### src/rtl/xs_rr_arbiter_if.sv
// Handshake bundle for the XOR/shift arbiter: two operand requesters and one result port.
interface xs_rr_arbiter_if #(
  parameter int W = 8
);
  logic         req0_valid;
  logic         req0_ready;
  logic [W-1:0] req0_a;
  logic [W-1:0] req0_b;
  logic         req1_valid;
  logic         req1_ready;
  logic [W-1:0] req1_a;
  logic [W-1:0] req1_b;
  logic         res_valid;
  logic [W-1:0] res_data;
  logic         res_id;
  logic         res_ready;

  modport master (
    output req0_valid, req0_a, req0_b,
    output req1_valid, req1_a, req1_b,
    output res_ready,
    input  req0_ready, req1_ready,
    input  res_valid, res_data, res_id
  );

  modport slave (
    input  req0_valid, req0_a, req0_b,
    input  req1_valid, req1_a, req1_b,
    input  res_ready,
    output req0_ready, req1_ready,
    output res_valid, res_data, res_id
  );
endinterface

### src/rtl/xs_rr_arbiter.sv
// Two-requester round-robin arbiter feeding a shared XOR/conditional-shift unit,
// with a single-entry result register and per-requester saturating completion counters.
//
// state    | meaning
// ST_EMPTY | result register free; res_valid=0
// ST_FULL  | result register holds a result awaiting res_ready
module xs_rr_arbiter #(
  parameter int W  = 8,
  parameter int CW = 8
) (
  input  logic          clk,
  input  logic          rst,
  xs_rr_arbiter_if.slave bus,
  input  logic          shift_en,
  input  logic          cnt_clr,
  output logic [CW-1:0] cnt0,
  output logic [CW-1:0] cnt1,
  output logic          busy
);

  typedef enum logic {
    ST_EMPTY = 1'b0,
    ST_FULL  = 1'b1
  } state_t;

  localparam logic [CW-1:0] CNT_MAX = {CW{1'b1}};

  state_t        state_q, state_d;
  logic          last_grant_q;
  logic [W-1:0]  data_q;
  logic          id_q;
  logic [CW-1:0] cnt0_q, cnt1_q;

  logic          res_valid;
  logic          can_accept;
  logic          grant;
  logic          rdy0, rdy1;
  logic          accept;
  logic          drain;
  logic [W-1:0]  op_a, op_b, op_x, op_res;

  assign res_valid  = (state_q == ST_FULL);
  assign can_accept = !res_valid || bus.res_ready;
  assign drain      = res_valid && bus.res_ready;

  // On contention the requester that did not win last time gets the slot.
  always_comb begin
    grant = 1'b0;
    if (bus.req0_valid && bus.req1_valid) begin
      grant = ~last_grant_q;
    end else if (bus.req1_valid) begin
      grant = 1'b1;
    end
  end

  assign rdy0   = !rst && can_accept && bus.req0_valid && !grant;
  assign rdy1   = !rst && can_accept && bus.req1_valid &&  grant;
  assign accept = rdy0 || rdy1;

  assign op_a   = grant ? bus.req1_a : bus.req0_a;
  assign op_b   = grant ? bus.req1_b : bus.req0_b;
  assign op_x   = op_a ^ op_b;
  assign op_res = (shift_en && op_a[W-1]) ? {op_x[W-2:0], 1'b0} : op_x;

  always_comb begin
    state_d = state_q;
    case (state_q)
      ST_EMPTY: if (accept) state_d = ST_FULL;
      ST_FULL:  if (drain && !accept) state_d = ST_EMPTY;
      default:  state_d = ST_EMPTY;
    endcase
  end

  always_ff @(posedge clk) begin
    if (rst) begin
      state_q      <= ST_EMPTY;
      last_grant_q <= 1'b1;
      data_q       <= '0;
      id_q         <= 1'b0;
    end else begin
      state_q <= state_d;
      if (accept) begin
        data_q       <= op_res;
        id_q         <= grant;
        last_grant_q <= grant;
      end
    end
  end

  // Clear wins over a same-cycle increment.
  always_ff @(posedge clk) begin
    if (rst || cnt_clr) begin
      cnt0_q <= '0;
      cnt1_q <= '0;
    end else if (drain) begin
      if (!id_q && (cnt0_q != CNT_MAX)) cnt0_q <= cnt0_q + 1'b1;
      if ( id_q && (cnt1_q != CNT_MAX)) cnt1_q <= cnt1_q + 1'b1;
    end
  end

  assign bus.req0_ready = rdy0;
  assign bus.req1_ready = rdy1;
  assign bus.res_valid  = res_valid;
  assign bus.res_data   = data_q;
  assign bus.res_id     = id_q;

  assign cnt0 = cnt0_q;
  assign cnt1 = cnt1_q;
  assign busy = res_valid || bus.req0_valid || bus.req1_valid;

endmodule

### src/flat_wrapper.sv
// flat-port wrapper written by rule: the top's interface ports become plain ports
module xs_rr_arbiter_flat 
#(
  parameter int W  = 8,
  parameter int CW = 8
)
  (clk, rst, shift_en, cnt_clr, cnt0, cnt1, busy, bus_req0_valid, bus_req0_a, bus_req0_b, bus_req1_valid, bus_req1_a, bus_req1_b, bus_res_ready, bus_req0_ready, bus_req1_ready, bus_res_valid, bus_res_data, bus_res_id);
  xs_rr_arbiter_if #(.W(W)) bus_i ();
  input  logic clk;
  input  logic rst;
  input  logic shift_en;
  input  logic cnt_clr;
  output logic [CW-1:0] cnt0;
  output logic [CW-1:0] cnt1;
  output logic busy;
  input wire logic [$bits(bus_i.req0_valid)-1:0] bus_req0_valid;
  input wire logic [$bits(bus_i.req0_a)-1:0] bus_req0_a;
  input wire logic [$bits(bus_i.req0_b)-1:0] bus_req0_b;
  input wire logic [$bits(bus_i.req1_valid)-1:0] bus_req1_valid;
  input wire logic [$bits(bus_i.req1_a)-1:0] bus_req1_a;
  input wire logic [$bits(bus_i.req1_b)-1:0] bus_req1_b;
  input wire logic [$bits(bus_i.res_ready)-1:0] bus_res_ready;
  output wire logic [$bits(bus_i.req0_ready)-1:0] bus_req0_ready;
  output wire logic [$bits(bus_i.req1_ready)-1:0] bus_req1_ready;
  output wire logic [$bits(bus_i.res_valid)-1:0] bus_res_valid;
  output wire logic [$bits(bus_i.res_data)-1:0] bus_res_data;
  output wire logic [$bits(bus_i.res_id)-1:0] bus_res_id;
  assign bus_i.req0_valid = bus_req0_valid;
  assign bus_i.req0_a = bus_req0_a;
  assign bus_i.req0_b = bus_req0_b;
  assign bus_i.req1_valid = bus_req1_valid;
  assign bus_i.req1_a = bus_req1_a;
  assign bus_i.req1_b = bus_req1_b;
  assign bus_i.res_ready = bus_res_ready;
  assign bus_req0_ready = bus_i.req0_ready;
  assign bus_req1_ready = bus_i.req1_ready;
  assign bus_res_valid = bus_i.res_valid;
  assign bus_res_data = bus_i.res_data;
  assign bus_res_id = bus_i.res_id;
  xs_rr_arbiter #(.W(W), .CW(CW)) u_core (.clk(clk), .rst(rst), .bus(bus_i), .shift_en(shift_en), .cnt_clr(cnt_clr), .cnt0(cnt0), .cnt1(cnt1), .busy(busy));
endmodule
### config.mk
export PLATFORM = sky130hd
export DESIGN_NAME = xs_rr_arbiter_flat
export DESIGN_NICKNAME = d
export VERILOG_FILES = /design/src/rtl/xs_rr_arbiter_if.sv /design/src/rtl/xs_rr_arbiter.sv /design/src/flat_wrapper.sv
export SDC_FILE = /design/constraint.sdc
export NUM_CORES = 1
export LEC_CHECK = 0
export CORE_MARGIN = 2
export CORE_UTILIZATION = 42
export CTS_BUF_LIST = sky130_fd_sc_hd__clkbuf_4 sky130_fd_sc_hd__clkbuf_8 sky130_fd_sc_hd__clkbuf_16
export DETAILED_ROUTE_END_ITERATION = 8
export MAX_ROUTING_LAYER = met4
export PLACE_DENSITY = 0.79
export SYNTH_ARGS = -nofsm -noshare
export SYNTH_HDL_FRONTEND = slang
export SYNTH_SLANG_ARGS = --single-unit
### constraint.sdc
create_clock -name clk -period 1.95 [get_ports clk]
set_input_delay 0.39 -clock clk [delete_from_list [all_inputs] [get_ports clk]]
set_output_delay 0.39 -clock clk [all_outputs]
set_load 0.02 [all_outputs]
* Word-level counts from Yosys, hierarchy flattened
Index checks and enable logic that the tools add are counted.
Storage, ports and cells: logic and storage cells 44, output and inout port bits 29, bits in registers 27, input port bits 39
Cells by class: bitwise logic cells 3, equal/unequal tests 2, reductions and logical operators 23, mux-type cells 8, add/sub/neg operators 2
Operator list (number):
- 8-bit two-way mux | 3
- 8-bit by 1-bit adder with 8-bit output (second input constant) | 2
- 8-bit != test (second input constant) | 2
- 1-bit logical AND | 11
- 8-bit bitwise XOR | 1
- 1-bit logical NOT | 5
- 1-bit logical OR | 5
- 1-bit two-way mux | 4
- 2-bit AND reduction | 2
- 1-bit NOT | 2
- 1-bit case mux with 2 select lines | 1

* Depth between registers and ports, before layout
Gate-level depths: netlist of the first run.
depth in word-level cells 10, mapped depth 5, mapped depth without buffers 4

* Worst setup path after synthesis of the first run
Ideal clock, no wire load.
path type input -> output, start point input bus_req1_valid, end point output bus_req0_ready, slack 25 ps, arrival 1535 ps, stages 3, data required time 1560 ps, path through a21boi_2 > buf_2 > nor4b_1
On the way: word-level cells in the longest chain between the ends 4, elaborated cells on any way between the ends 5
Ends and longest elaborated chain:
- start: declaration | line flat_wrapper.sv:19 | input wire logic [$bits(bus_i.req1_valid)-1:0] bus_req1_valid;
- 1-bit two-way mux or 1-bit logical AND (tied branches) | line xs_rr_arbiter.sv:51, xs_rr_arbiter.sv:49
- 1-bit two-way mux (*) | line xs_rr_arbiter.sv:49 | if (bus.req0_valid && bus.req1_valid) begin
- 1-bit logical NOT (*) | line xs_rr_arbiter.sv:56 | assign rdy0 = !rst && can_accept && bus.req0_valid && !grant;
- 1-bit logical AND (*) | line xs_rr_arbiter.sv:56
- end: declaration | line flat_wrapper.sv:23 | output wire logic [$bits(bus_i.req0_ready)-1:0] bus_req0_ready;
Mark *: on every way between the ends. The rest lies on a longest branch, timed or not.

* Worst setup path after layout of the first run
start point input bus_res_ready, end point register u_core.cnt0_q[7], in the netlist u_core.cnt0[7]
On the way: word-level cells in the longest chain between the ends 2
Ends and longest elaborated chain:
- start: declaration | line flat_wrapper.sv:22 | input wire logic [$bits(bus_i.res_ready)-1:0] bus_res_ready;
- 1-bit logical AND | line xs_rr_arbiter.sv:44 | assign drain = res_valid && bus.res_ready;
- 2-bit AND reduction (no source line)
- end signal: assignment | line xs_rr_arbiter.sv:96 | if (!id_q && (cnt0_q != CNT_MAX)) cnt0_q <= cnt0_q + 1'b1;
- end: declaration | line xs_rr_arbiter.sv:32 | logic [CW-1:0] cnt0_q, cnt1_q;
Every way passes these cells. A chain may end at the register's enable or synchronous reset.

==> results of run 1 <==
[synth_stat cells, types with 2 or more instances]
| cell type | number |
|---|---|
| nand3_1 | 9 |
| nand2_1 | 15 |
| dfxtp_1 | 27 |
| o31ai_1 | 6 |
| a21oi_1 | 13 |
| clkbuf_1 | 3 |
| nand2b_1 | 2 |
| ha_1 | 2 |
| o41ai_1 | 2 |
| nor2_1 | 15 |
| buf_6 | 2 |
| o21ai_0 | 10 |
| nor3b_1 | 2 |
| inv_1 | 6 |
| nor3_1 | 7 |
| a41o_1 | 2 |
| o211ai_1 | 8 |
| a311oi_1 | 6 |
| or3_1 | 6 |
| xnor2_1 | 8 |
| xor2_1 | 8 |
| and2_1 | 2 |
| or4_1 | 6 |
| and4_1 | 2 |
| buf_2 | 3 |
| mux2i_1 | 2 |
| and3_1 | 5 |
| nor2b_1 | 2 |
[registers in the layout (all words and copies together) (netlist names)]
signal and flops:
u_core.last_grant_q 1, u_core.cnt0 8, u_core.bus.res_valid 1, u_core.bus.res_id 1, u_core.cnt1 8, u_core.bus.res_data 8
[power by group through the flow]
stage | sequential, µW | combinational, µW | clock, µW
after floorplan | 622 | 149 | 0
after global placement | 599 | 355 | 0
after detailed placement | 599 | 359 | 0
after CTS | 587 | 359 | 334
after global routing | 589 | 394 | 360
final | 587 | 361 | 324
[layout make-up]
class	count	area (µm²)	area share (%)
multi-input combinational	152	1030	41.1
timing repair buffer	86	806	32.1
sequential	27	541	21.5
tap	48	60.1	2.39
clock buffer	4	48.8	1.94
inverter	6	22.5	0.897
[per-stage QoR]
| stage | utilization (%) | cells | cell area (µm²) |
|---|---|---|---|
| after global placement | 66.4 | 319 | 2430 |
| after global routing | 68.6 | 323 | 2510 |
| final | 68.6 | 323 | 2510 |
| after CTS | 67.6 | 323 | 2480 |
| after floorplan | - | 193 | 1610 |
| after detailed placement | 66.4 | 319 | 2430 |
[kinds of logic (layout without fill, tap and decap cells)]
group	after synthesis	in the layout	synth area share, %
simple gates	78	78	25.9
fa+ha+maj	2	2	1.56
compound gates	54	54	24.5
mux	2	2	1.25
flops	27	27	33.6
buf+inv	14	96	4.44
xor+xnor	16	16	8.72
[worst register-to-register path, stage by stage (launching register included)]
cell,delay (ns)
dfxtp_1,0.35
ha_1,0.27
a41o_4,0.32
buf_4,0.16
o31ai_1,0.37
a21oi_2,0.10
[per-layer routing]
layer	vias to the layer above	track usage, %	wire length (µm)
met5	-	-	0
met4	0	5.99	34
met3	4	3.24	285
met2	75	36.9	2060
met1	827	26.0	1800
li1	884	-	-
[final timing paths]
check,endpoint,from,slack (ns)
max,u_core.cnt0[7]$_SDFFE_PP0P_,bus_res_ready,0.02
min,u_core.bus.res_data[0]$_SDFFE_PP0P_,u_core.bus.res_data[0]$_SDFFE_PP0P_,0.47
max reg2reg,u_core.cnt0[7]$_SDFFE_PP0P_,u_core.cnt0[0]$_SDFFE_PP0P_,0.25
min reg2reg,u_core.bus.res_data[0]$_SDFFE_PP0P_,u_core.bus.res_data[0]$_SDFFE_PP0P_,0.47
[repair_timing]
action / 4_1_cts / 5_1_grt
setup buffers: 0 / 0
gates resized for setup: 16 / 8
pin swaps: 0 / 2
endpoints found under the setup margin: 3 / 11
==> out/results.tsv, run 1 <==
stage	metric	value	unit
clock_tree	clock-pin slew reported for the worst setup and hold paths after clock tree synthesis	0.09	ns
layout	count of filler cells inserted in the layout	309	
yosys	Post-Syn Instances	193	
clock_tree	number of H-tree levels	1	
yosys	Cell variety after synth	40	
layout	share of final-layout standard cells stronger than drive strength 1	13.1	%
critical_path	kind of end point of the critical path	flip-flop	
routing	via count	1790	
clock_tree	CTS tree	yes	
yosys	synthesized area divided by synthesized cell count	8.32	µm²
critical_path	cell mode on critical path	buf_4	
run	number of max-cap violations	0	
floorplanning	io pins	68	
critical_path	number of cell instances on the worst register-to-register path	5	
floorplanning	Horiz. Die Dim	65.8	µm
clock_tree	clock insertion delay at the later pin of the skew report	0.27	ns
power_and_ir_drop	maximum vdd ir drop	0.268	mV
yosys	top flip-flop cell by instance count after synthesis	dfxtp_1	
yosys	YS warnings	0	
critical_path	worst-path cell chain	clkdlybuf4s50_1, buf_4, nand3b_1, a41o_4, buf_4, o31ai_1, a21oi_2	
critical_path	cell count along the critical path	7	
critical_path	worst-path maximum fanout	10	
worst_hold_path	hold path cells	2	
power_and_ir_drop	P_sw	343	µW
placement	minimum setup slack after placement	-0.513	ns
yosys	Yosys top cell by area	dfxtp_1	
clock_tree	Clock Sink Count	27	
routing	detailed-route wire length per cell	12.9	µm
routing	Detailed Route Iter0 Violations	123	
power_and_ir_drop	total power of the final layout	1270	µW
yosys	area share of the largest cell type after synthesis	33.6	%
layout	layout overhead on the synthesized area	56.2	%
routing	via density per instance	5.54	
global_route	overall overflow remaining after global route	0	
power_and_ir_drop	net switching fraction of the power	26.9	%
critical_path	slowest stage delay, CP	0.49	ns
floorplanning	initial core utilization	43.9	%
floorplanning	floorplan die height	65.8	µm
global_route	Tot GR Track Use	21.4	%
clock_tree	clock buffers created by TritonCTS	3	
timing	Slew Limit Fails	0	
routing	first drt pass iteration count	4	
routing	drc violations	0	
critical_path	cell type of the slowest stage on the worst timing path	clkdlybuf4s50_1	
timing	fin crit period	1.93	ns
worst_hold_path	worst hold path type	reg -> reg	
floorplanning	number of standard-cell rows in the floorplan	22	
yosys	total nets after synthesis	234	
power_and_ir_drop	PD cells	507	nW/µm²
global_route	initial antenna violation count	0	
yosys	number of flops mapped to enable cells by yosys	0	
timing	Setup Total Neg Slack	0	ns
layout	net count of the finished layout	317	
layout	antenna diode count	0	
timing	Slew HR	74.0	%
global_route	first-pass GRT wire length	7250	µm
yosys	top post-synthesis cells by area	dfxtp_1 (34%), xnor2_1 (4.4%), xor2_1 (4.4%)	
critical_path	WP data required	2.10	ns
routing	number of antenna-violating nets in the routed design	0	
layout	leading cell types in the layout, fill and taps excluded	clkdlybuf4s50_1 (62), dfxtp_1 (27), buf_4 (20)	
floorplanning	area of the core	3660	µm²
power_and_ir_drop	logic gate share of total power	28.4	%
run_status	outcome	completed	
timing	final worst-path setup slack	0.0239	ns
critical_path	crit path DAT	2.07	ns
power_and_ir_drop	total leakage power	0.000897	µW
clock_tree	number of buffers inserted for hold repair after clock tree synthesis	0	
routing	routed wire length	4180	µm
placement	gp weighted congestion	0.805	
power_and_ir_drop	Power Internal	930	µW
yosys	sequential area share after synthesis	33.6	%
yosys	Netlist Area Pre-Place	1610	µm²
critical_path	kind of cell adding the most delay to the critical path	buffers and inverters	
timing	Final Hold Viols	0	
power_and_ir_drop	sequential share of power	46.1	%
floorplanning	die area	4340	µm²
timing	final worst-path cycle share	98.8	%
placement	count of buffers inserted at the top-level ports	67	
layout	most common library cell in the layout ignoring fill and taps	clkdlybuf4s50_1	
global_route	maximum number of pins on one net before global-route repair	19	
timing	tightest hold margin	0.475	ns
timing	Tightest Pin Transition	0.386	ns
clock_tree	clock buffer depth	2	
timing	Final setup viols	0	
timing	maximum clock rate	0.519	GHz
clock_tree	CTS Root Cell	clkbuf_8	
critical_path	WP buf/inv	3	
timing	worst clock skew	0.00102	ns
global_route	number of global-route vias before repair	1729	
yosys	fraction of registers with async set/reset	0	%
power_and_ir_drop	relative contribution of the clock network to total power	25.5	%
placement	DPL Wire Length	3180	µm
critical_path	Worst Setup Start Kind	input pin	
yosys	flops & latches, synth	27	
critical_path	startpoint-to-endpoint class of the critical path	in -> reg	
(Power assumes the default switching activity.)
==> inputs of run 2 (changes only) <==
Settings changed: CORE_MARGIN 2 to 1.5, CORE_UTILIZATION 42 to 45, PLACE_DENSITY 0.79 to 0.84, SETUP_SLACK_MARGIN set to 0.05.
Clock period 1.95 ns to 2.3 ns, I/O delays scaled along.
==> out/results.tsv, run 2 (synthesis gave the netlist of run 1 again) <==
stage	metric	value	unit
run_status	outcome	completed	
worst_hold_path	endpoint of the worst hold path	u_core.bus.res_data[0]$_SDFFE_PP0P_	
routing	via count	1754	
critical_path	startpoint-to-endpoint class of the critical path	in -> out	
critical_path	kind of end point of the critical path	output port	
critical_path	number of cell instances on the worst register-to-register path	4	
global_route	number of global-route vias before repair	1675	
routing	via density per instance	5.55	
timing	Final Hold Viols	0	
critical_path	slowest stage delay, CP	0.48	ns
floorplanning	die area	3940	µm²
layout	share of final-layout standard cells stronger than drive strength 1	9.63	%
placement	gp weighted congestion	0.811	
critical_path	Setup crit start	bus_req1_valid	
routing	detailed-route wire length per cell	13.1	µm
timing	setup repair after global routing missed its margin	no	
timing	final worst-path cycle share	92.3	%
clock_tree	Clock Sink Count	27	
global_route	initial antenna violation count	0	
critical_path	WP buf/inv	2	
critical_path	setup slack of the worst register-to-register path	0.58	ns
critical_path	r2r startpoint	u_core.cnt0[0]$_SDFFE_PP0P_	
clock_tree	clock buffers created by TritonCTS	3	
critical_path	worst-path maximum fanout	6	
global_route	Tot GR Track Use	22.4	%
global_route	first-pass GRT wire length	7020	µm
worst_hold_path	hold path cells	2	
critical_path	cell type of the slowest stage on the worst timing path	clkdlybuf4s50_1	
placement	DPL Wire Length	3180	µm
timing	Final setup viols	0	
run	number of max-cap violations	0	
routing	drc violations	0	
floorplanning	floorplan die height	62.8	µm
critical_path	crit path DAT	1.66	ns
floorplanning	io pins	68	
critical_path	end of the worst register-to-register path	u_core.cnt0[7]$_SDFFE_PP0P_	
global_route	overall overflow remaining after global route	0	
critical_path	WP data required	1.84	ns
power_and_ir_drop	PD cells	423	nW/µm²
power_and_ir_drop	maximum vdd ir drop	0.199	mV
timing	Slew HR	78.3	%
routing	first drt pass iteration count	4	
routing	routed wire length	4130	µm
floorplanning	area of the core	3390	µm²
worst_hold_path	Hold Startpoint	u_core.bus.res_data[0]$_SDFFE_PP0P_	
layout	net count of the finished layout	312	
power_and_ir_drop	total leakage power	0.000855	µW
global_route	maximum number of pins on one net before global-route repair	19	
critical_path	kind of cell adding the most delay to the critical path	buffers and inverters	
clock_tree	number of H-tree levels	1	
critical_path	worst-path cell chain	clkdlybuf4s50_1, a21boi_2, nor4b_2, buf_2	
timing	Tightest Pin Transition	0.322	ns
layout	final instance area	2420	µm²
power_and_ir_drop	total power of the final layout	1020	µW
worst_hold_path	worst hold path type	reg -> reg	
clock_tree	CTS tree	yes	
floorplanning	number of standard-cell rows in the floorplan	21	
clock_tree	CTS Root Cell	clkbuf_4	
clock_tree	post-CTS setup buffer count	0	
floorplanning	Horiz. Die Dim	62.8	µm
critical_path	Worst Setup Start Kind	input pin	
layout	most common library cell in the layout ignoring fill and taps	clkdlybuf4s50_1	
layout	layout overhead on the synthesized area	50.5	%
clock_tree	clock buffer depth	2	
timing	fin crit period	2.12	ns
placement	placed standard-cell area	2390	µm²
placement	minimum setup slack after placement	-0.340	ns
layout	leading cell types in the layout, fill and taps excluded	clkdlybuf4s50_1 (63), dfxtp_1 (27), nand2_1 (15), nor2_1 (15), buf_4 (14)	
clock_tree	clock insertion delay at the later pin of the skew report	0.33	ns
placement	count of buffers inserted at the top-level ports	67	
layout	antenna diode count	0	
timing	tightest hold margin	0.492	ns
timing	worst clock skew	0.00591	ns
routing	Detailed Route Iter0 Violations	114	
routing	number of antenna-violating nets in the routed design	0	
timing	Setup Total Neg Slack	0	ns
timing	Slew Limit Fails	0	
clock_tree	clock-pin slew reported for the worst setup and hold paths after clock tree synthesis	0.15	ns
timing	maximum clock rate	0.471	GHz
timing	final worst-path setup slack	0.176	ns
floorplanning	initial core utilization	47.4	%
-- run 2: cell types whose count changed in the layout (fill, tap and decap cells not counted) --
cell / change
dlymetal6s2s_1: -1
clkdlybuf4s50_1: +1
a41o_1: +2
clkbuf_8: -3
a41o_4: -2
nor3_2: -1
clkbuf_2: +1
buf_4: -6
buf_2: -1
nor3_1: +1
dlygate4sd2_1: +1
a21oi_1: +1
a21oi_2: -1
clkbuf_4: +3
-- run 2: tightest hold or removal path: cells and delay by family (launching register included) --
family / cells / cell delay, ns
AOI/OAI and AO/OA: 1 / 0.06
and+or+nand+nor: 1 / 0.07
DFF: 1 / 0.35
-- run 2: worst max-delay path by stage --
stage                     endpoint  slack (ns)  cells after the start
global route        bus_req1_ready        0.07                      4
CTS                 bus_req1_ready        0.05                      4
finish              bus_req0_ready        0.18                      4
detailed placement  bus_req0_ready       -0.34                      4
global placement    bus_req0_ready       -0.37                      4
floorplan           bus_req0_ready        0.23                      3
-- run 2: repair_timing --
action | CTS | global route
setup endpoints to repair | 3 | 3
gates resized for setup | 8 | 4
hold buffers | 0 | 0
-- run 2: power by group --
part	internal [µW]	switching, µW	total [µW]
clock	79.7	147	227
sequential	486	12.0	498
combinational	161	137	298
-- run 2: routing by layer --
metal / vias up / GRT usage (%) / share of wire (%)
li1: 880 / - / -
met1: 805 / 24.5 / 42
met2: 65 / 41.5 / 52
met3: 4 / 3.06 / 5.0
met4: 0 / 7.78 / 0.85
met5: - / - / 0
-- run 2: cell type report --
class	count	area [µm²]
Tap cell	46	57.6
Fill cell	272	971
Multi-Input combinational cell	152	1000
Timing Repair Buffer	81	767
Inverter	6	22.5
Sequential cell	27	541
Clock buffer	4	30.0
-- run 2: metrics by stage --
step,util [%],cells
floorplan,-,193
global placement,70.5,312
finish,71.4,316
CTS,71.6,316
detailed placement,70.5,312
global route,71.4,316
==> inputs of run 3 (changes only) <==
Settings changed: REMOVE_ABC_BUFFERS set to 1.
==> out/results.tsv, run 3 (synthesis gave the netlist of run 1 again) <==
stage	metric	value	unit
floorplanning	die area	3940	µm²
routing	routed wire length	3870	µm
power_and_ir_drop	PD cells	412	nW/µm²
timing	Slew HR	77.1	%
global_route	Tot GR Track Use	20.6	%
clock_tree	post-CTS setup buffer count	0	
clock_tree	clock-pin slew reported for the worst setup and hold paths after clock tree synthesis	0.15	ns
layout	share of final-layout standard cells stronger than drive strength 1	8.89	%
floorplanning	number of standard-cell rows in the floorplan	21	
timing	fin crit period	2.20	ns
floorplanning	initial core utilization	47.4	%
layout	filler-free cell count of the finished design	316	
clock_tree	clock buffers created by TritonCTS	3	
clock_tree	Gates resized, CTS repair	4	
placement	cell count after placement	312	
critical_path	startpoint-to-endpoint class of the critical path	in -> out	
routing	via density per instance	5.47	
clock_tree	number of buffers inserted for hold repair after clock tree synthesis	0	
critical_path	number of cell instances on the worst register-to-register path	4	
run_status	outcome	completed	
layout	final core utilization	71.1	%
timing	final worst-path cycle share	95.7	%
critical_path	worst-path maximum fanout	3	
timing	worst clock skew	0.00873	ns
clock_tree	number of H-tree levels	1	
critical_path	WP buf/inv	2	
power_and_ir_drop	total leakage power	0.000848	µW
routing	Detailed Route Iter0 Violations	101	
placement	count of buffers inserted at the top-level ports	67	
global_route	initial antenna violation count	0	
layout	leading cell types in the layout, fill and taps excluded	clkdlybuf4s50_1 (64), dfxtp_1 (27), nand2_1 (15), nor2_1 (15), buf_4 (14)	
routing	drc violations	0	
critical_path	Worst Setup Start Kind	input pin	
floorplanning	io pins	68	
layout	antenna diode count	0	
floorplanning	area of the core	3390	µm²
global_route	number of global-route vias before repair	1560	
critical_path	slowest stage delay, CP	0.51	ns
timing	maximum clock rate	0.454	GHz
global_route	maximum number of pins on one net before global-route repair	19	
routing	via count	1729	
layout	layout overhead on the synthesized area	50.1	%
clock_tree	CTS tree	yes	
worst_hold_path	endpoint of the worst hold path	u_core.bus.res_data[0]$_SDFFE_PP0P_	
floorplanning	Horiz. Die Dim	62.8	µm
timing	setup repair after global routing missed its margin	no	
clock_tree	clock buffer depth	2	
clock_tree	clock insertion delay at the later pin of the skew report	0.32	ns
placement	gp weighted congestion	0.833	
timing	Slew Limit Fails	0	
critical_path	WP data required	1.84	ns
global_route	overall overflow remaining after global route	0	
critical_path	worst-path cell chain	clkdlybuf4s50_1, a21bo_2, nor3_1, dlygate4sd2_1	
timing	Tightest Pin Transition	0.344	ns
run	number of max-cap violations	0	
critical_path	setup slack of the worst register-to-register path	0.63	ns
routing	number of antenna-violating nets in the routed design	0	
placement	DPL Wire Length	3060	µm
timing	Final setup viols	0	
floorplanning	floorplan die height	62.8	µm
layout	count of filler cells inserted in the layout	260	
critical_path	end of the worst register-to-register path	u_core.cnt0[5]$_SDFFE_PP0P_	
critical_path	kind of cell adding the most delay to the critical path	buffers and inverters	
worst_hold_path	Hold Startpoint	u_core.bus.res_data[0]$_SDFFE_PP0P_	
critical_path	crit path DAT	1.74	ns
critical_path	cell type of the slowest stage on the worst timing path	clkdlybuf4s50_1	
power_and_ir_drop	total power of the final layout	993	µW
clock_tree	Clock Sink Count	27	
clock_tree	CTS Root Cell	clkbuf_4	
routing	first drt pass iteration count	4	
worst_hold_path	worst hold path type	reg -> reg	
layout	net count of the finished layout	312	
critical_path	kind of end point of the critical path	output port	
global_route	first-pass GRT wire length	6580	µm
critical_path	r2r startpoint	u_core.cnt0[0]$_SDFFE_PP0P_	
worst_hold_path	hold path cells	2	
layout	most common library cell in the layout ignoring fill and taps	clkdlybuf4s50_1	
routing	detailed-route wire length per cell	12.3	µm
power_and_ir_drop	maximum vdd ir drop	0.208	mV
timing	Final Hold Viols	0	
run 3: cell types whose count changed in the layout (fill, tap and decap cells not counted), sizes merged:
cell	delta
clkdlybuf4s50	+1
clkbuf	-1
dlygate4sd1	+1
buf	-1
dlymetal6s2s	-1
clkinv	+1
run 3: through the flow:
stage	setup slack, ns	setup TNS (ns)	cell area [µm²]	hold slack, ns
floorplan	0.347	0	1560	0.524
global placement	-0.166	-0.487	2390	0.463
detailed placement	-0.176	-0.498	2390	0.464
CTS	0.0769	0	2420	0.481
global route	0.0546	0	2410	0.505
finish	0.0996	0	2410	0.478
run 3: worst max path at each step:
stage	startpoint	endpoint	slack, ns	cells past startpoint
global route	bus_req0_valid	bus_req1_ready	0.05	4
detailed placement	bus_req0_valid	bus_req0_ready	-0.18	4
floorplan	bus_req1_valid	bus_req0_ready	0.35	2
CTS	bus_req0_valid	busy	0.08	4
finish	bus_req1_valid	bus_req1_ready	0.1	4
global placement	bus_req0_valid	busy	-0.17	4
run 3: cell type report:
class | count | area [µm²] | share of cell area (%)
repair buffers | 81 | 768 | 31.9
clock buffers | 3 | 22.5 | 0.934
multi-input cells | 152 | 995 | 41.3
inverters | 6 | 22.5 | 0.934
well taps | 46 | 57.6 | 2.39
flip-flops and latches | 27 | 541 | 22.4
clock inverters | 1 | 5.00 | 0.208
run 3: per-layer routing:
layer	share of wire, %	global-route usage (%)	vias to the layer above
met5	0	-	-
met1	45	24.7	792
met2	49	35.8	60
li1	-	-	875
met4	0.34	4.44	0
met3	5.9	4.14	2
run 3: where the power goes:
group	switching [µW]	internal (µW)
Combinational	135	160
Clock	136	65.0
Sequential	12.2	486
run 3: worst reg2reg max path, cell delays in order (launching register included):
cell,delay (ns)
dfxtp_1,0.37
ha_1,0.25
a41o_1,0.35
or4_1,0.49
a21oi_1,0.15
